[config.mk]
export PLATFORM = sky130hd
export DESIGN_NAME = sipo_word_assembler_flat
export DESIGN_NICKNAME = d
export VERILOG_FILES = /design/src/rtl/sipo_word_assembler_if.sv /design/src/rtl/sipo_word_assembler.sv /design/src/flat_wrapper.sv
export SDC_FILE = /design/constraint.sdc
export NUM_CORES = 1
export LEC_CHECK = 0
export CAP_MARGIN = 5
export CORE_MARGIN = 3
export CORE_UTILIZATION = 55
export DETAILED_ROUTE_END_ITERATION = 7
export GPL_ROUTABILITY_DRIVEN = 1
export PLACE_DENSITY = 0.82
export SLEW_MARGIN = 20
export SYNTH_ARGS = -nofsm -noshare
export SYNTH_HDL_FRONTEND = slang
export SYNTH_SLANG_ARGS = --single-unit
[constraint.sdc]
create_clock -name i_clk -period 2.8 [get_ports i_clk]
set_input_delay 0.42 -clock i_clk [delete_from_list [all_inputs] [get_ports i_clk]]
set_output_delay 0.42 -clock i_clk [all_outputs]
set_load 0.02 [all_outputs]
[src/rtl/sipo_word_assembler_if.sv]
// Handshake/bus bundle between the serial source, the word consumer and sipo_word_assembler.
// master: stimulus/consumer side; slave: the assembler itself.
interface sipo_word_assembler_if #(
    parameter int WIDTH = 16
);
    logic             sin;
    logic             sin_valid;
    logic             clr;
    logic             dout_ack;
    logic [WIDTH-1:0] dout;
    logic             dout_valid;
    logic             busy;
    logic             overrun;
    logic             parity_err;

    modport master (
        output sin, sin_valid, clr, dout_ack,
        input  dout, dout_valid, busy, overrun, parity_err
    );

    modport slave (
        input  sin, sin_valid, clr, dout_ack,
        output dout, dout_valid, busy, overrun, parity_err
    );
endinterface

[src/rtl/sipo_word_assembler.sv]
// Serial-in parallel-out word assembler with VALID/ACK output register and sticky overrun.
// Optional even-parity bit after each word when PARITY_CHECK_EN is defined.
module sipo_word_assembler #(
    parameter int WIDTH     = 16,
    parameter bit MSB_FIRST = 1'b1
) (
    input  logic                  i_clk,
    input  logic                  i_rst_n,
    sipo_word_assembler_if.slave  bus
);
    localparam int               CNT_W = $clog2(WIDTH);
    localparam logic [CNT_W-1:0] LAST  = CNT_W'(WIDTH - 1);

    typedef enum logic [1:0] {
        ST_IDLE,
        ST_SHIFT,
        ST_PARITY
    } state_t;

    state_t           r_state;
    logic [CNT_W-1:0] r_count;
    logic [WIDTH-1:0] r_shift;
    logic [WIDTH-1:0] r_dout;
    logic             r_dout_valid;
    logic             r_overrun;
    logic             r_parity_err;

    logic             w_sample;
    logic             w_last_bit;
    logic             w_complete;
    logic             w_parity_bad;
    logic [WIDTH-1:0] w_next_shift;
    logic [WIDTH-1:0] w_word;

    assign w_sample   = bus.sin_valid && !bus.clr;
    assign w_last_bit = (r_state != ST_PARITY) && (r_count == LAST);

    // NOTE: every always_comb output gets a default first so no path can infer a latch.
    always_comb begin
        w_next_shift = r_shift;
        w_word       = r_shift;
        w_complete   = 1'b0;
        w_parity_bad = 1'b0;

        if (MSB_FIRST) w_next_shift = {r_shift[WIDTH-2:0], bus.sin};
        else           w_next_shift = {bus.sin, r_shift[WIDTH-1:1]};

`ifdef PARITY_CHECK_EN
        // Data bits are already in r_shift; the current bit is the parity bit.
        w_word = r_shift;
        if (w_sample && r_state == ST_PARITY) begin
            if ((^r_shift) ^ bus.sin) w_parity_bad = 1'b1;
            else                      w_complete   = 1'b1;
        end
`else
        w_word     = w_next_shift;
        w_complete = w_sample && w_last_bit;
`endif
    end

    // NOTE: sequential state uses non-blocking assignments so all registers update together.
    always_ff @(posedge i_clk or negedge i_rst_n) begin
        if (!i_rst_n) begin
            r_state      <= ST_IDLE;
            r_count      <= '0;
            r_shift      <= '0;
            r_dout       <= '0;
            r_dout_valid <= 1'b0;
            r_overrun    <= 1'b0;
            r_parity_err <= 1'b0;
        end else begin
            r_parity_err <= w_parity_bad;

            if (bus.clr) begin
                r_state   <= ST_IDLE;
                r_count   <= '0;
                r_overrun <= 1'b0;
            end else if (bus.sin_valid) begin
                if (r_state == ST_PARITY) begin
                    r_state <= ST_IDLE;
                end else begin
                    r_shift <= w_next_shift;
                    if (w_last_bit) begin
                        r_count <= '0;
`ifdef PARITY_CHECK_EN
                        r_state <= ST_PARITY;
`else
                        r_state <= ST_IDLE;
`endif
                    end else begin
                        r_count <= r_count + 1'b1;
                        r_state <= ST_SHIFT;
                    end
                end
            end

            // A completing word may replace DOUT only if the old one is gone or leaving now.
            if (w_complete) begin
                if (!r_dout_valid || bus.dout_ack) begin
                    r_dout       <= w_word;
                    r_dout_valid <= 1'b1;
                end else begin
                    r_overrun    <= 1'b1;
                end
            end else if (r_dout_valid && bus.dout_ack) begin
                r_dout_valid <= 1'b0;
            end
        end
    end

    assign bus.dout       = r_dout;
    assign bus.dout_valid = r_dout_valid;
    assign bus.busy       = (r_count != '0) || (r_state == ST_PARITY);
    assign bus.overrun    = r_overrun;
`ifdef PARITY_CHECK_EN
    assign bus.parity_err = r_parity_err;
`else
    assign bus.parity_err = 1'b0;
`endif
endmodule
[src/flat_wrapper.sv]
// flat-port wrapper written by rule: the top's interface ports become plain ports
module sipo_word_assembler_flat 
#(
    parameter int WIDTH     = 16,
    parameter bit MSB_FIRST = 1'b1
)
  (i_clk, i_rst_n, bus_sin, bus_sin_valid, bus_clr, bus_dout_ack, bus_dout, bus_dout_valid, bus_busy, bus_overrun, bus_parity_err);
  sipo_word_assembler_if #(.WIDTH(WIDTH)) bus_i ();
  input  logic i_clk;
  input  logic i_rst_n;
  input wire logic [$bits(bus_i.sin)-1:0] bus_sin;
  input wire logic [$bits(bus_i.sin_valid)-1:0] bus_sin_valid;
  input wire logic [$bits(bus_i.clr)-1:0] bus_clr;
  input wire logic [$bits(bus_i.dout_ack)-1:0] bus_dout_ack;
  output wire logic [$bits(bus_i.dout)-1:0] bus_dout;
  output wire logic [$bits(bus_i.dout_valid)-1:0] bus_dout_valid;
  output wire logic [$bits(bus_i.busy)-1:0] bus_busy;
  output wire logic [$bits(bus_i.overrun)-1:0] bus_overrun;
  output wire logic [$bits(bus_i.parity_err)-1:0] bus_parity_err;
  assign bus_i.sin = bus_sin;
  assign bus_i.sin_valid = bus_sin_valid;
  assign bus_i.clr = bus_clr;
  assign bus_i.dout_ack = bus_dout_ack;
  assign bus_dout = bus_i.dout;
  assign bus_dout_valid = bus_i.dout_valid;
  assign bus_busy = bus_i.busy;
  assign bus_overrun = bus_i.overrun;
  assign bus_parity_err = bus_i.parity_err;
  sipo_word_assembler #(.WIDTH(WIDTH), .MSB_FIRST(MSB_FIRST)) u_core (.i_clk(i_clk), .i_rst_n(i_rst_n), .bus(bus_i));
endmodule
==> results.py <==
metrics = {
    "synth": {
        "synth.area.top_cells": "dfrtp_1 (61%), mux2_2 (15%), mux2_4 (9.8%)",
        "yosys_warnings": 0,
        "synth_largest_area_cell": "dfrtp_1",
        "synth_cells": 102,
        "synth-seq-area-share_pct": 60.6,
        "synthesis.area_per_instance_um2": 15.0,
        "synthDistinctLibCells": 24,
        "number_of_flip_flops_and_latches_in_the_synthesized_netlist": 37,
        "yosys.area.top_type_share_pct": 60.6,
        "synth_nets": 110,
        "synthesis.area_um2": 1530,
    },
    "outcome": {
        "status": "finished clean",
    },
    "timing": {
        "achievable-frequency_mhz": 467,
        "fin_crit_ns": 2.14,
        "grt_setup_unrepaired": "false",
        "setup-tns-final_ns": 0,
        "worst_clock_skew_ns": 0.0105,
        "timing.final.max_slew_violations": 0,
        "setup_viol_count_final": 0,
        "final-hold-violation-count": 0,
        "postLayoutSetupSlackWorst_ns": 0.657,
        "finalCritPeriodShare_pct": 76.6,
    },
    "clocking": {
        "clockBufferDepth": 2,
        "cts_inserted_buffers": 5,
        "cts_setup_buffers": 0,
        "cts_tree": "done",
        "cts.reportedPaths.clkPinSlew_ns": 0.11,
        "cts-root-buf": "clkbuf_4",
        "cts-hold-fix-buffers": 0,
        "cts_repair_resize_count": 0,
        "worstSkewPairLatency_ns": 0.34,
        "clock_tree.htree_level_count": 2,
        "tritoncts_num_sinks": 37,
    },
    "floorplan": {
        "core_area_um2": 2570,
        "die_h_um": 58.7,
        "die_w_um": 58.7,
        "die-area_um2": 3450,
        "io_pins": 26,
        "rows": 18,
        "start_util_pct": 59.6,
    },
    "flow_run": {
        "drv.max_cap_violation_count": 0,
    },
    "detailed_routing": {
        "via_count": 882,
        "wl_per_cell_um": 15.2,
        "first_iter_violations": 19,
        "route.final.wire_length_um": 2460,
        "drtPass1Iterations": 4,
        "drt.antenna.violating_nets": 0,
        "drc": 0,
        "avgViaCountPerCell": 5.44,
    },
    "setup_path": {
        "worst-path-max-fanout": 4,
        "worst-endpoint-required_ns": 2.38,
        "critical-path-slowest-cell": "clkdlybuf4s50_1",
        "worstSetupStartpointType": "register",
        "chain_of_cells_forming_the_critical_path": "inv_1, ha_1, nand2_1, clkdlybuf4s50_1",
        "worst_ep_arrival_time_ns": 1.72,
        "setup.worst_path.end_class": "output pin",
        "cp.buffers_inverters": 2,
        "classification_of_the_worst_setup_path": "reg -> out",
        "cp_top_family": "buffers and inverters",
        "critPathMaxStageDelay_ns": 0.64,
    },
    "layout": {
        "area_growth_syn_to_layout_pct": 20.9,
        "layout.nets": 139,
        "mostFrequentLayoutCells": "dfrtp_1 (37), clkdlybuf4s50_1 (24), mux2_2 (21)",
        "antenna_cells": 0,
        "fillerInstances": 188,
        "layout_commonest_cell": "dfrtp_1",
        "share_of_layout_cells_above_drive_strength_1_pct": 32.6,
    },
    "global_routing": {
        "number_of_global_route_vias_before_repair": 909,
        "grt.overflow.total": 0,
        "grt_pass1_wl_um": 4200,
        "globalRouteTotalUtil_pct": 16.9,
        "antenna_found_initial": 0,
        "grt_start_max_net_pins": 38,
    },
    "place": {
        "dp_worst_setup_slack_ns": 0.608,
        "hpwl_um": 1760,
        "placement.io_buffers": 24,
        "gp_congestion": 0.726,
    },
    "power": {
        "total_power_mw": 1.10,
        "static-leakage-power_nw": 0.856,
        "pwr_density_cell_nw_per_um2": 593,
        "ir_drop_worst_case_vdd_mv": 0.528,
    },
    "min_path": {
        "min_path_type": "in -> async",
    },
}
cells in the mapped netlist:
cell	count
buf_2	2
conb_1	1
o22ai_1	1
nor2_1	3
mux2_2	21
a21oi_1	3
mux2_4	10
buf_4	1
buf_6	1
o21ai_0	1
dfrtp_1	37
nand2_2	1
nand2b_1	2
xor2_1	1
nor2b_1	1
nand2_1	4
clkbuf_1	1
nor4b_4	1
inv_1	3
ha_1	2
or3_1	1
or4_1	1
nand3_1	2
mux2i_1	1
flip-flops by register name (all words and copies together) (netlist names):
signal	flops
u_core.r_shift	15
u_core.bus.dout	16
u_core.bus.overrun	1
u_core.bus.dout_valid	1
u_core.r_count	4
final cells by class:
| type | count | area [um^2] | share of cell area, % |
|---|---|---|---|
| flip-flops and latches | 37 | 926 | 50.1 |
| repair buffers | 27 | 263 | 14.2 |
| clock buffers | 6 | 41.3 | 2.23 |
| multi-input cells | 57 | 559 | 30.3 |
| well taps | 30 | 37.5 | 2.03 |
| inverters | 3 | 11.3 | 0.609 |
| clock inverters | 2 | 10.0 | 0.542 |
report_power, final:
part	internal [mW]	leakage [nW]	switching [mW]	total, mW
sequential	0.628	0.491	0.0683	0.696
clock	0.0956	0.0320	0.163	0.258
combinational	0.0896	0.333	0.0519	0.142
stage by stage:
step | hold slack [ns] | util [%] | cell area (um^2) | std cells
2_1_floorplan | 0.124 | - | 1530 | 102
3_3_place_gp | 0.482 | 70.0 | 1800 | 154
3_5_place_dp | 0.497 | 70.0 | 1800 | 154
4_1_cts | 0.476 | 72.0 | 1850 | 162
5_1_grt | 0.484 | 72.0 | 1850 | 162
6_report | 0.474 | 72.0 | 1850 | 162
layer usage:
metal  track usage, %  vias to the layer above  wire, um
met4             11.0                        0        79
met2             27.0                       23      1240
met1             19.5                      443       995
li1                 -                      407         -
met3             5.48                        9       145
met5                0                        -         0
final timing paths:
kind | from | end | slack (ns) | cells after the start
max in group asynchronous | i_rst_n | u_core.r_count[1]$_DFFE_PN0P_ | 2.00 | 2
hold reg to reg | u_core.bus.dout[5]$_DFFE_PN0P_ | u_core.bus.dout[5]$_DFFE_PN0P_ | 0.52 | 1
setup / recovery | u_core.r_count[0]$_DFFE_PN0P_ | bus_busy | 0.66 | 4
setup reg to reg | u_core.r_count[0]$_DFFE_PN0P_ | u_core.bus.dout[4]$_DFFE_PN0P_ | 1.05 | 5
min in group i_clk | u_core.bus.dout[5]$_DFFE_PN0P_ | u_core.bus.dout[5]$_DFFE_PN0P_ | 0.52 | 1
hold / removal | i_rst_n | u_core.bus.dout[6]$_DFFE_PN0P_ | 0.47 | 2
cell families after synthesis:
logic type	share of synthesized area (%)
adders and majority gates	1.64
other	0.245
DFF	60.6
and+or+nand+nor	6.47
AOI/OAI and AO/OA	1.72
xor gates and xnor gates	0.573
muxes	25.9
buffers and inverters	2.86
Power figures use the tool's default switching activity.
==> edit, RTL diff (same flow settings) <==
Add a define of `PARITY_CHECK_EN`.
--- a/src/rtl/sipo_word_assembler.sv
+++ b/src/rtl/sipo_word_assembler.sv
@@ -1,5 +1,7 @@
 // Serial-in parallel-out word assembler with VALID/ACK output register and sticky overrun.
 // Optional even-parity bit after each word when PARITY_CHECK_EN is defined.
+`define PARITY_CHECK_EN
+
 module sipo_word_assembler #(
     parameter int WIDTH     = 16,
     parameter bit MSB_FIRST = 1'b1
Check against the original RTL: no difference found for any inputs over 10 cycles, from zero or initial values and one cycle with i_rst_n low; that may be too few to reach the edited logic, so the function may still have changed.
==> edit against the original RTL <==
- wire length grew 28%
- non-clock buffer count grew 1
- register-to-register slack lost 0.49 ns
- die area grew 18%
- sequential cell count grew 4
- utilization shrank 2.0 points
- critical path type is now in2reg
- area after synthesis grew 20%
- maximum frequency shrank 6.8%
- worst setup slack lost 0.16 ns
- design area grew 18%
Power is not compared: it rests on default switching activity, and its combinational part moved more than twofold at a synthesized area within 25%.
==> edit: results (changes against the original RTL) <==
[clocking]
post_cts_buffers=0  ; unchanged
post_cts_resized=0  ; unchanged
cts_made_buffers=5  ; unchanged
cts_root_buffer=clkbuf_4
clk_latency_ns=0.35
clockBufferDepth=2  ; unchanged
clkTransAtPathRegs_ns=0.12
htree_levels=2  ; unchanged

[synthesis]
async_reset_ff_frac=1.000  ; unchanged
synthAdderAreaFrac=0.01363  ; -0.002733
synth_xor_area_frac=0.09202  ; +0.08630
synth_warnings=0  ; unchanged
ys_types=25  ; +4.2%
yosys-top-cells-area=dfrtp_1 (56%), mux2_2 (13%), mux2_4 (8.2%)
synth-main-ff-cell=dfrtp_1
synth_compound_area_frac=0.02386  ; +0.006673
synth_seq_area_share=0.5590  ; -0.04660
yosys-top-cells-count=dfrtp_1 (41), mux2_2 (22), mux2_4 (10), xnor2_1 (7)
synth.area.mux_share=0.2168  ; -0.04264
synth_nets=135  ; +23%

[placed_design]
dpl.hpwl_um=2314  ; +31%
gp_congestion=0.7467  ; +2.9%
place_area_sq_mm=0.002120  ; +18%
portBuffers=25  ; +4.2%
pre_cts_ws_ns=0.1252  ; -0.4829 ns

[power]
leakagePower_nw=1.018
vdd_drop_max_mv=0.4134
power.switching_uw=479.7

[critical_path]
reg2reg_depth=6  ; +1
startpoint=bus_sin
slowest_stage=clkdlybuf4s50_1
worstSetupPathType=in2reg
critPathMaxFanout=8  ; +4
timing.rr.start=u_core.r_shift[5]$_DFFE_PN0P_
critPathArrivalTime_ns=2.54  ; +0.82 ns
ff2ff_setup_slack_ns=0.56  ; -0.49 ns
critPathMaxStageDelay_ns=0.50  ; -0.14 ns
crit_family=XOR/XNOR gates
r2r_end=u_core.bus.dout[4]$_DFFE_PN0P_

[cells_and_area]
drive_gt1_frac=0.2830  ; -0.04274
nets=166  ; +19%
n_antenna_cell=0  ; unchanged

[timing]
skew_ns=0.01226  ; +0.001779 ns
maxSlewHeadroom=0.4188
max_freq_mhz=434.8  ; -6.8%

[global_route]
antenna_found_initial=0  ; unchanged
grt_max_degree=42  ; +11%
grt_pass1_vias=1153  ; +27%
grt_pass1_wl_um=5540  ; +32%
track_usage=0.1793  ; +0.01002

[route]
drt_wl_total_um=3157  ; +28%
first_pass_iters=4  ; unchanged
drtIter0Drc=43  ; +24
via_count=1054  ; +20%

[min_path]
hp-class=in2async

[outcome]
status=completed

-- edit: area by class of cell --
| cell class | count | area [sq um] |
|---|---|---|
| repair buffers | 28 | 267.8 |
| inverters | 4 | 15.01 |
| fillers | 232 | 938.4 |
| clock inverters | 1 | 5.005 |
| well taps | 44 | 55.05 |
| clock buffers | 7 | 65.06 |
| flip-flops and latches | 41 | 1026 |
| multi-input cells | 78 | 755.7 |
-- edit: layer usage --
metal | GRT usage | wire [um] | vias to the layer above
met3 | 0.06678 | 156 | 7
met1 | 0.2245 | 1434 | 514
met2 | 0.2881 | 1514 | 29
li1 | - | - | 504
met5 | 0 | 0 | -
met4 | 0.05930 | 52 | 0
-- edit: metrics by stage --
stage	total power [mW]	utilization	hold slack, ns	cells
final	1.750	0.7000	0.1693	203
after floorplan	1.330	-	0.1244	127
after global routing	1.857	0.7000	0.2083	203
after global placement	1.417	0.6776	0.4899	195
after CTS	1.775	0.7000	0.1983	203
after detailed placement	1.443	0.6776	0.4952	195
-- edit: power groups by stage --
stage          clock network (mW)  registers [mW]  logic (mW)
2_1_floorplan                   0           0.782       0.548
3_3_place_gp                    0           0.809       0.609
3_5_place_dp                    0           0.820       0.624
4_1_cts                     0.342           0.806       0.627
5_1_grt                     0.366           0.824       0.668
6_report                    0.328           0.807       0.615
-- edit: logic make-up (layout without fill, tap and decap cells) --
| group | count (synthesis) | count (layout) |
|---|---|---|
| AO/OA/AOI/OAI | 8 | 8 |
| buffers and inverters | 8 | 40 |
| multiplexers | 32 | 32 |
| XOR/XNOR | 13 | 13 |
| flip-flops | 41 | 41 |
| adder cells (fa/ha/maj) | 2 | 2 |
| AND/OR/NAND/NOR | 23 | 23 |
